### src/rtl/delay_timer_periodic.sv
// Delay timer counting in units of TICK_PERIOD enabled cycles, with one-shot
// or auto-reload (periodic) operation and a registered completion strobe.
module delay_timer_periodic #(
  parameter int TICK_PERIOD = 500000,
  parameter int TICK_W      = 19,
  parameter int CNT_W       = 8
) (
  input  logic             clk,
  input  logic             reset_n,
  input  logic             start,
  input  logic             stop,
  input  logic             enable,
  input  logic             periodic,
  input  logic [CNT_W-1:0] delay,
  output logic             done,
  output logic             done_pulse,
  output logic             busy,
  output logic [CNT_W-1:0] remaining
);

  typedef enum logic [1:0] {
    IDLE = 2'd0,
    RUN  = 2'd1,
    DONE = 2'd2
  } state_t;

  localparam logic [TICK_W-1:0] TICK_MAX = TICK_W'(TICK_PERIOD - 1);

  state_t            state_q, state_d;
  logic [TICK_W-1:0] presc_q, presc_d;
  logic [CNT_W-1:0]  cnt_q, cnt_d;
  logic [CNT_W-1:0]  reload_q, reload_d;
  logic              mode_q, mode_d;
  logic              pulse_q, pulse_d;

  always_ff @(posedge clk or negedge reset_n) begin
    if (!reset_n) begin
      state_q  <= IDLE;
      presc_q  <= '0;
      cnt_q    <= '0;
      reload_q <= '0;
      mode_q   <= 1'b0;
      pulse_q  <= 1'b0;
    end else begin
      state_q  <= state_d;
      presc_q  <= presc_d;
      cnt_q    <= cnt_d;
      reload_q <= reload_d;
      mode_q   <= mode_d;
      pulse_q  <= pulse_d;
    end
  end

  // Priority is start, then stop, then the prescaler tick; a start always
  // discards whatever the running interval was about to produce.
  always_comb begin
    state_d  = state_q;
    presc_d  = presc_q;
    cnt_d    = cnt_q;
    reload_d = reload_q;
    mode_d   = mode_q;
    pulse_d  = 1'b0;

    if (start) begin
      presc_d = '0;
      if (delay != '0) begin
        cnt_d    = delay;
        reload_d = delay;
        mode_d   = periodic;
        state_d  = RUN;
      end else begin
        cnt_d   = '0;
        state_d = DONE;
        pulse_d = 1'b1;
      end
    end else if (stop) begin
      state_d = IDLE;
      presc_d = '0;
      cnt_d   = '0;
    end else if (state_q == RUN && enable) begin
      if (presc_q == TICK_MAX) begin
        presc_d = '0;
        // Counter never goes below zero; the last unit either reloads or ends.
        if (cnt_q <= CNT_W'(1)) begin
          pulse_d = 1'b1;
          if (mode_q) begin
            cnt_d = reload_q;
          end else begin
            cnt_d   = '0;
            state_d = DONE;
          end
        end else begin
          cnt_d = cnt_q - CNT_W'(1);
        end
      end else begin
        presc_d = presc_q + TICK_W'(1);
      end
    end
  end

  assign done       = (state_q != RUN);
  assign busy       = (state_q == RUN);
  assign done_pulse = pulse_q;
  assign remaining  = cnt_q;

endmodule

### config.mk
export PLATFORM = sky130hd
export DESIGN_NAME = delay_timer_periodic
export DESIGN_NICKNAME = d
export VERILOG_FILES = /design/src/rtl/delay_timer_periodic.sv
export SDC_FILE = /design/constraint.sdc
export NUM_CORES = 1
export LEC_CHECK = 0
export CORE_MARGIN = 8
export CORE_UTILIZATION = 60
export DETAILED_ROUTE_END_ITERATION = 10
export PLACE_DENSITY = 0.84
export SKIP_LAST_GASP = 1
export SLEW_MARGIN = 30
export SYNTH_ARGS = -nofsm -noshare
export SYNTH_HDL_FRONTEND = slang
export SYNTH_SLANG_ARGS = --single-unit
export TNS_END_PERCENT = 10
### constraint.sdc
create_clock -name clk -period 4.4 [get_ports clk]
set_clock_uncertainty 0.05 [all_clocks]
set_input_delay 0.66 -clock clk [delete_from_list [all_inputs] [get_ports clk]]
set_output_delay 0.66 -clock clk [all_outputs]
set_load 0.1 [all_outputs]
==> out/results.ini <==
[run_status]
status = complete, no violations

[clock_tree]
cts.clk_slew.worst_paths_ns = 0.08
postCtsSetupBuffers = 0
numCtsBuffers = 5
hold_buffers = 0
htreeDepth = 2
ctsResizeCount = 0
cts_root_buf = clkbuf_8
cts.sinks = 39
clk_latency_ns = 0.30
cts_tree = done
max-clock-path-buffers = 2

[detailed_routing]
firstDrtPassIters = 4
drt-initial-drc-count = 249
post_drt_wl_per_cell_um = 16.2
drc = 0
drtAntennaViolNets = 0
vias_per_cell = 6.15
routed_wirelength_mm = 5.04
vias = 1913

[die]
num_io_pins = 25
rows = 22
die_h_um = 76.8
die_area_um2 = 5900
fp.dieW_um = 76.8
initial_utilization_pct = 61.6
core_area_um2 = 3610

[sta]
finalSetupTns_ns = 0
slew_violations = 0
min_period_over_period_pct = 64.5
worstMarginPinSlew_ns = 0.982
period_minus_slack_ns = 2.84
hold_violations = 0
slew_headroom_pct = 34.3
fin_ws_ns = 1.56
max_clock_freq_mhz = 352
rsz0062_at_grt = no
finalSetupViolations = 0

[synthesis]
ys_warn_count = 0
synth-edff-count = 0
synth_top_area_share_pct = 43.9
avgSynthCellArea_um2 = 9.25
synth_cell_types = 50
synthFlopType = dfrtp_1
syn-cell-area_um2 = 2220
yosysSeqAreaShare_pct = 43.9
yosys.area.top_type = dfrtp_1
syn-num-nets = 257
synth_seq_cells = 39
synthCells = 240
async_reset_ff_share_pct = 100
synth_area_leaders = dfrtp_1, nand2_1, a21oi_1, nor2_1, nand4_1

[global_route]
grt_overflow = 0
grt_usage_pct = 17.6
grt_max_degree = 40
grt_pass1_vias = 1824
grt_pass1_wl_mm = 8.62
antenna_found_initial = 0

[placement]
dp.cells = 303
globalplace.congestion = 0.815
preCtsSetupSlack_ns = 1.26
dp_hpwl_mm = 3.52
io_buffers = 24

[worst_setup_path]
crit_path_end_kind = flip-flop
cp_max_fo = 16
arrival_ns = 3.01
rr_worst_depth = 5
crit_required_ns = 4.57
r2r-start = remaining[4]
crit_type = in -> reg
startpoint_type = input port
worstSetupStartpoint = start

[flow_run]
drv_cap = 0

[power]
p_leak_uw = 0.000990
ir_worst_vdd_uv = 227
powerDensity_nw_per_um2 = 302

[finish]
fin_nets = 279
area_delta_synth_final_pct = 15.0
fillers = 273
final_cell_mix = nand2_1, dfrtp_1, clkdlybuf4s50_1
multi_input_area_um2 = 1170
final-seq-area_um2 = 976
layout-drive-gt1-share_pct = 7.98
final_common_cell = nand2_1
diodes = 0
fin_cells = 311

[min_path]
holdCritPathClass = in -> async

-- final timing paths --
| check | slack [ns] | endpoint |
|---|---|---|
| max | 1.56 | presc_q[11] |
| min reg2reg | 0.44 | reload_q[2] |
| max in group asynchronous | 3.69 | reload_q[2] |
| min | 0.28 | presc_q[9] |
| min in group clk | 0.44 | reload_q[2] |
| max reg2reg | 2.12 | remaining[1] |
-- critical path, cell delays in order --
cell and delay (ns):
clkdlybuf4s50_1 0.84, or2_1 0.58, o2111ai_2 0.37, or3_1 0.39, a21oi_1 0.17
-- state kept, by name, summed over array words and instances, names as in the netlist --
signal,flops
state_q,2
reload_q,8
mode_q,1
done_pulse,1
remaining,8
presc_q,19
-- power by group --
| part | internal, uW | total [uW] | switching (uW) |
|---|---|---|---|
| sequential | 372 | 391 | 19.0 |
| clock | 111 | 231 | 120 |
| combinational | 44.7 | 149 | 104 |
-- stage by stage --
step	hold slack [ns]	util (%)	area (um2)	total power [uW]
CTS	0.437	70.5	2540	774
global route	0.319	70.8	2550	801
finish	0.277	70.8	2550	771
floorplan	0.314	-	2220	500
global placement	0.411	68.3	2460	544
detailed placement	0.419	68.3	2460	545
-- cell type report --
type | instances | area share [%]
Multi-Input combinational cell | 185 | 45.8
Sequential cell | 39 | 38.2
Timing Repair Buffer | 25 | 9.60
Clock buffer | 7 | 2.99
Tap cell | 48 | 2.35
Inverter | 6 | 0.882
Clock inverter | 1 | 0.196
-- layer usage --
metal	GRT usage, %	part of all wire (%)
met1	24.6	47
met2	25.7	45
met3	4.20	6.3
met4	6.54	1.3
met5	0	0
-- Yosys cell counts (2+ instances only) --
library cell	instances
a22o_1	3
nor2_1	17
o2111ai_2	2
and4_1	4
and3_1	2
nor3_1	4
buf_2	2
nor4_1	4
dfrtp_1	39
inv_1	6
o311ai_1	2
o211ai_1	3
o2111ai_1	2
nor4_4	2
nand4_1	8
xor2_1	5
or3_1	8
ha_1	3
a32oi_1	2
nand2b_1	2
xnor2_1	5
buf_6	3
a21oi_1	16
clkbuf_1	5
o21ai_0	9
a31oi_1	6
o31ai_1	3
nand3_1	7
nand2_1	45
-- kinds of logic after synthesis --
logic type	share of synthesized area (%)
multiplexers	0.507
buffers and inverters	3.83
adder cells (fa/ha/maj)	1.69
AO/OA/AOI/OAI	17.1
AND/OR/NAND/NOR	29.0
XOR/XNOR	3.94
flip-flops	43.9
Note: power is estimated with default switching activity, not from simulation.
